[src/rtl/trace_collector.sv]
// trace_collector
//   Buffers every instruction kept by trace_filter in a first-word-fall-through
//   FIFO. Each entry holds the PC, the instruction word and the number of
//   instructions dropped since the previous kept one. Entries leave through a
//   valid/ready stream. Entries lost to overflow are counted.
//
// Ports
//   clk, rst                  clock (rising edge), asynchronous active-high reset
//   en                        collection enable (draining continues when 0)
//   pc, instr, pc_valid       retired instruction from the trace source
//   drop_instr                trace_filter verdict, 1 = discard
//   out_pc, out_instr,
//   out_skipped, out_valid    head entry of the FIFO
//   out_ready                 consumer accepts head when out_valid & out_ready
//   fill_level                number of stored entries (0..DEPTH)
//   overflow                  sticky, set on the first lost entry
//   lost_count                entries lost to overflow, saturating
module trace_collector #(
  parameter int DEPTH = 16,
  parameter int CNT_W = 16
) (
  input  logic                     clk,
  input  logic                     rst,
  input  logic                     en,
  input  logic [31:0]              pc,
  input  logic [31:0]              instr,
  input  logic                     pc_valid,
  input  logic                     drop_instr,
  output logic [31:0]              out_pc,
  output logic [31:0]              out_instr,
  output logic [CNT_W-1:0]         out_skipped,
  output logic                     out_valid,
  input  logic                     out_ready,
  output logic [$clog2(DEPTH):0]   fill_level,
  output logic                     overflow,
  output logic [15:0]              lost_count
);

  localparam int AW = $clog2(DEPTH);
  localparam logic [AW:0] FULL_LEVEL = (AW+1)'(DEPTH);

  logic [31:0]      mem_pc    [DEPTH];
  logic [31:0]      mem_instr [DEPTH];
  logic [CNT_W-1:0] mem_skip  [DEPTH];

  logic [AW-1:0]    wr_ptr;
  logic [AW-1:0]    rd_ptr;
  logic [AW:0]      count;
  logic [CNT_W-1:0] skip_cnt;

  logic keep;
  logic skip;
  logic full;
  logic pop;
  logic push;
  logic lost;

  assign keep = en & pc_valid & ~drop_instr;
  assign skip = en & pc_valid & drop_instr;
  assign full = (count == FULL_LEVEL);
  // count is a register, so out_valid never depends combinationally on the inputs.
  assign pop  = out_valid & out_ready;
  // A pop in the same cycle frees the slot, so a keep on a full FIFO still lands.
  assign push = keep & (~full | pop);
  assign lost = keep & full & ~pop;

  assign out_valid   = (count != '0);
  assign fill_level  = count;
  // Gated by out_valid so the outputs read zero while empty, including after reset.
  assign out_pc      = out_valid ? mem_pc[rd_ptr]    : '0;
  assign out_instr   = out_valid ? mem_instr[rd_ptr] : '0;
  assign out_skipped = out_valid ? mem_skip[rd_ptr]  : '0;

  // Storage needs no reset: nothing is read until a push has written it.
  always_ff @(posedge clk) begin
    if (push) begin
      mem_pc[wr_ptr]    <= pc;
      mem_instr[wr_ptr] <= instr;
      mem_skip[wr_ptr]  <= skip_cnt;
    end
  end

  always_ff @(posedge clk or posedge rst) begin
    if (rst) begin
      wr_ptr <= '0;
      rd_ptr <= '0;
      count  <= '0;
    end else begin
      if (push) wr_ptr <= wr_ptr + AW'(1);
      if (pop)  rd_ptr <= rd_ptr + AW'(1);
      if (push && !pop)      count <= count + (AW+1)'(1);
      else if (pop && !push) count <= count - (AW+1)'(1);
    end
  end

  // A lost keep is accounted as one more skipped instruction for the next entry.
  always_ff @(posedge clk or posedge rst) begin
    if (rst) begin
      skip_cnt <= '0;
    end else if (push) begin
      skip_cnt <= '0;
    end else if ((skip || lost) && (skip_cnt != '1)) begin
      skip_cnt <= skip_cnt + CNT_W'(1);
    end
  end

  always_ff @(posedge clk or posedge rst) begin
    if (rst) begin
      overflow   <= 1'b0;
      lost_count <= '0;
    end else if (lost) begin
      overflow <= 1'b1;
      if (lost_count != 16'hFFFF) lost_count <= lost_count + 16'd1;
    end
  end

endmodule

[config.mk]
export PLATFORM = sky130hd
export DESIGN_NAME = trace_collector
export DESIGN_NICKNAME = d
export VERILOG_FILES = /design/src/rtl/trace_collector.sv
export SDC_FILE = /design/constraint.sdc
export NUM_CORES = 1
export LEC_CHECK = 0
export BUFFER_PORTS_ARGS = -buffer_cell sky130_fd_sc_hd__buf_4
export CORE_MARGIN = 1.5
export CORE_UTILIZATION = 62
export CTS_CLUSTER_SIZE = 40
export DETAILED_ROUTE_END_ITERATION = 16
export PLACE_DENSITY_LB_ADDON = 0.15
export SYNTH_ARGS = -nofsm -noshare
export SYNTH_HDL_FRONTEND = slang
export SYNTH_SLANG_ARGS = --single-unit
[constraint.sdc]
create_clock -name clk -period 10.6 [get_ports clk]
set_input_delay 1.59 -clock clk [delete_from_list [all_inputs] [get_ports clk]]
set_output_delay 1.59 -clock clk [all_outputs]
set_load 0.05 [all_outputs]
### Yosys cells after proc, flatten, opt, wreduce, memory -nomap -nowiden

Memory sizes are Yosys's and may differ from the RTL's.
Cells that the tools add are included.

* bitwise gates (word level): 11
* add/sub/neg operators: 6
* multiplexer cells: 9
* reductions and logical operators: 10
* eq/ne operators: 3

Operators by type and width (count)
* $mux 32: 2
* $mux 16: 3
* $add 16x1->16 const B: 2
* $ne 16x16->1 const B: 2
* $mux 5: 2
* $add 4x1->4 const B: 2
* $and 1x1->1: 7
* $add 5x1->5 const B: 1
* $eq 5x5->1 const B: 1
* $reduce_bool 5->1: 1
* $sub 5x1->5 const B: 1
* $reduce_bool 2->1: 2
* $logic_and 1x1->1: 3
* $not 1->1: 3
* $logic_not 1->1: 2
* $mux 1: 2
* $reduce_and 2->1: 1
* $logic_or 1x1->1: 1
* $or 1x1->1: 1

* register bits after elaboration: 46
* logic and storage cells: 48
* memories kept: 3
* input port bits: 70
* memory bits (writable): 1280

Memories
* mem_instr: depth 16, width 32, rd ports 1, clocked after memory_dff 0, wr ports 1, RTL line 43 `logic [31:0] mem_instr [DEPTH];`
* mem_pc: depth 16, width 32, rd ports 1, clocked after memory_dff 0, wr ports 1, RTL line 42 `logic [31:0] mem_pc [DEPTH];`
* mem_skip: depth 16, width 16, rd ports 1, clocked after memory_dff 0, wr ports 1, RTL line 44 `logic [CNT_W-1:0] mem_skip [DEPTH];`

### Depth between registers and ports, before layout

* word-level depth: 8
* gate-level depth with buffers: 12
* gate-level depth less buffers: 11

### Worst setup path after synthesis

No wires, ideal clock.

* path kind: input to register
* from: in out_ready
* to: mem mem_instr[3][0], enable pin
* stages: 5
* data arrival time: 7.921 ns
* setup slack: 2.063 ns
* buffers on the path: 0
* setup time: 0.616 ns
* path through: nand2b_1 nor2_1 nor3_1 nand2_1 nor3_1

* longest elaborated chain between the ends: 5

Ends and longest elaborated chain
* start: declaration: RTL line 33 `input logic out_ready,`
* $and 1x1->1: RTL line 62 `assign pop = out_valid & out_ready;`
* $or 1x1->1: RTL line 64 `assign push = keep & (~full | pop);`
* $and 1x1->1: RTL line 64
* $mux 1: RTL line 76 `if (push) begin`
* $mux 1 (implied by the code): RTL line 78 `mem_instr[wr_ptr] <= instr;`
* end: declaration: RTL line 43

No other way between the ends.

### Worst setup path in the final report

* from: reg rd_ptr[1]
* to: out out_instr[18]

* longest elaborated chain between the ends: 2

Ends and longest elaborated chain
* start: declaration: RTL line 47 `logic [AW-1:0] rd_ptr;`
* start signal: assignment: RTL line 90 `if (pop) rd_ptr <= rd_ptr + AW'(1);`
* $mem_v2 16x32
* $mux 32: RTL line 71 `assign out_instr = out_valid ? mem_instr[rd_ptr] : '0;`
* end: declaration: RTL line 30 `output logic [31:0] out_instr,`

No other way between the ends.

==> summary.md <==
| Metric | Value |
|---|---|
| Cts hold-fix bufs | `0` |
| Slew @ Worst Pin | `roughly 1.1 ns` |
| Number of global-route vias before repair | `about 25k` |
| Setup CP Type | `reg2out` |
| Die width | `289.6 um` |
| Pin count of the biggest net entering global routing | `163` |
| Synth area leaders | `edfxtp_1 75%, mux4_2 13%, mux2i_1 3.2%` |
| CTS tree | `yes` |
| Most common library cells after synthesis | `1280 x edfxtp_1, 284 x mux4_2, 161 x mux2i_1, 63 x nand2_1, 59 x clkbuf_1` |
| Gr ovfl total | `0` |
| Crit-path max FO | `approximately 160` |
| Yosys reg bits | `1326` |
| CP max-delay cell | `dfrtp_4` |
| Clock share of power | `between 20% and 30%` |
| Cts bufs inserted | `between 100 and 150` |
| Core Box Area | `between 0.08 and 0.09 mm^2` |
| Switching Share | `33.69%` |
| Syn Inst Count | `2323` |
| Fin util | `a little over 70%` |
| Wire length per cell | `between 20 and 30 um` |
| Final setup viols | `0` |
| Share of cells above drive strength 1 | `between 20% and 30%` |
| Floorplan die area | `0.08385 mm^2` |
| DP Wirelength | `54.05 mm` |
| CP required | `approximately 9 ns` |
| Hold Slack | `slightly above 0.5 ns` |
| Met3 wire length | `around 8.7 mm` |
| Synth top area share | `between 70% and 80%` |
| Vias | `24.45k` |
| Clock sink count | `around 1.3k` |
| Leak Pwr | `18.97 nW` |
| CTS HTree Levels | `4` |
| Yosys warnings | `0` |
| Top Ports | `roughly 170` |
| Wirelength, routed | `109.9 mm` |
| Design Area, Final | `~0.058 mm^2` |
| Resized Gates After CTS | `0` |
| DRT antenna net count | `0` |
| WL met1 | `between 40 and 50 mm` |
| First-pass GRT wire length | `around 160 mm` |
| Global Route Usage Sum | `27.09%` |
| Combinational Power Share | `between 30% and 40%` |
| Number of I/O port buffers | `between 150 and 200` |
| Final min period | `approximately 6.2 ns` |
| Register share of total power | `39.2%` |
| Max Fclk | `approximately 160 MHz` |
| CP top delay family | `buffers and inverters` |
| Primary FF master, synth | `edfxtp_1` |
| Status | `finished clean` |
| Placer Congestion | `about 0.75` |
| Initial antenna violation count | `1` |
| Crit start category | `register` |
| Crit-path most repeated cell | `buf_4` |
| Iteration-0 DRC Markers | `2775` |
| Crit-path cells | `buf_12 -> buf_4 -> mux4_2 -> mux2i_1 -> o22ai_1 -> buf_4` |
| Later-pin clock latency in the skew report | `0.70 ns` |
| Pint | `about 10 mW` |
| Final Slew Violations | `0` |
| Deepest clock path buffer count | `3` |
| Setup TNS | `0 ns` |
| Ys async rst share | `under 10%` |
| Seq/Total Area, Yosys | `slightly below 80%` |
| Synth area leader | `edfxtp_1` |
| Buffers plus inverters on the worst setup path | `3` |
| Crit. End Element | `output pin` |
| # diodes | `0` |
| Crit path largest cell delay | `between 1 and 1.5 ns` |
| Final Net Count | `approximately 2.6k` |
| DRC | `0` |
| Post-synth EDFFs | `between 1k and 1.5k` |
| Max Cap Viol | `0` |
| Final hold vios | `0` |
| Worst min path class | `reg2reg` |
| Maximum VDD drop | `~0.25 mV` |
| Area delta synth->final | `13.32%` |
| Slew Limit Headroom | `around a quarter` |
| Top sig layer | `met5` |
| Unrepaired setup endpoints after global routing | `no` |
| Worst Skew | `0.02588 ns` |
| Chip Height | `between 200 and 300 um` |
| Net switching power | `5.307 mW` |
| Syn_area_per_cell | `21.92 um^2` |
| Synth Net Count | `between 2k and 2.5k` |
| DP Area | `0.05357 mm^2` |
| CTS root buf | `clkbuf_16` |
| Met2 WL | `around 55 mm` |
| Post-synthesis cell type count | `48` |
| Post-CTS Setup Inserts | `0` |
| Part of the cycle the worst path needs | `roughly three fifths` |
| Mapped Area | `~0.051 mm^2` |
| Total power draw | `around 16 mW` |
| Vias per inst | `around 6.6` |
| Std cell rows | `between 100 and 150` |
| Drt first pass iters | `5` |
| Initial core utilization | `62.91%` |
| Clk slew on worst S/H paths | `0.06 ns` |
| Power Density | `~270 mW/mm^2` |
| Most numerous cell in the Yosys netlist | `edfxtp_1` |
| Crit path DAT | `about 4.6 ns` |
-- final cells by class --
| type | instances | area (um^2) |
|---|---|---|
| clock buffer | 172 | 3590 |
| clock inverter | 68 | 539.3 |
| tap | 1060 | 1326 |
| sequential | 1326 | 39600 |
| inverter | 7 | 26.28 |
| timing repair buffer | 225 | 1702 |
| fill | 4761 | 23240 |
| multi-input combinational | 872 | 10910 |
-- metrics by stage --
| step | setup slack [ns] | std cells |
|---|---|---|
| after floorplan | 2.063 | 2323 |
| after global placement | 5.113 | 3490 |
| after detailed placement | 5.053 | 3490 |
| after CTS | 4.296 | 3730 |
| after global routing | 4.109 | 3730 |
| final | 4.410 | 3730 |
-- flip-flops by register name, indices dropped and copies added, names as in the netlist --
register / count
fill_level: 5
overflow: 1
lost_count: 16
skip_cnt: 16
wr_ptr: 4
mem_instr: 512
mem_pc: 512
mem_skip: 256
rd_ptr: 4
-- per-layer routing --
| layer | track usage, % | vias up |
|---|---|---|
| li1 | - | 10230 |
| met1 | 38.75 | 12870 |
| met2 | 43.60 | 1138 |
| met3 | 4.749 | 205 |
| met4 | 8.562 | 2 |
| met5 | 0 | - |
-- power by group through the flow --
stage / clock network (mW) / logic, mW / registers [mW]
finish: 4.42 / 5.16 / 6.18
detailed placement: 0 / 5.19 / 6.29
global placement: 0 / 5.14 / 6.27
global route: 4.69 / 5.44 / 6.20
CTS: 4.49 / 5.22 / 6.18
floorplan: 0 / 3.83 / 6.15
-- cells by family after synthesis --
group / count (synthesis) / synth area share, %
compound gates: 183 / 2.558
xor+xnor: 35 / 0.6021
fa+ha+maj: 12 / 0.3096
buf+inv: 125 / 1.071
flops: 1326 / 77.75
mux: 448 / 15.79
simple gates: 194 / 1.912
-- placed cells by master (no fill, tap or decap), types with 12 or more instances in the layout --
cell type / netlist / layout
edfxtp_1: 1280 / 1280
mux4_2: 284 / 284
buf_4: 6 / 224
mux2i_1: 161 / 161
clkbuf_16: 0 / 137
nand2_1: 63 / 62
o22ai_1: 44 / 44
dfrtp_1: 46 / 42
nor2b_1: 39 / 37
a21oi_1: 35 / 34
clkbuf_1: 59 / 32
clkinv_1: 0 / 29
xnor2_1: 28 / 28
nor2_1: 38 / 25
clkinv_2: 0 / 22
a221o_1: 21 / 21
a211o_1: 21 / 21
o21ai_0: 18 / 18
a221oi_1: 15 / 15
a22oi_1: 15 / 15
nor2_4: 0 / 12
-- worst register-to-register path: cells and delay by family (launching register included) --
kind	cells	cell delay, ns
flops	1	0.48
simple gates	5	1.16
buf+inv	3	1.73
-- worst paths after layout --
kind                                            from                   endpoint  slack (ns)  cells after the start
setup / recovery               rd_ptr[1]$_DFFE_PP0N_              out_instr[18]        4.41                      6
hold / removal                  overflow$_DFFE_PP0P_       overflow$_DFFE_PP0P_        0.51                      1
setup reg to reg           fill_level[0]$_DFFE_PP0P_   mem_pc[15][19]$_DFFE_PP_        6.78                      8
hold reg to reg                 overflow$_DFFE_PP0P_       overflow$_DFFE_PP0P_        0.51                      1
max in group asynchronous                        rst      rd_ptr[3]$_DFFE_PP0N_        8.68                      2
min in group asynchronous                        rst  fill_level[3]$_DFFE_PP0P_        1.14                      2
Power figures use the tool's default switching activity.
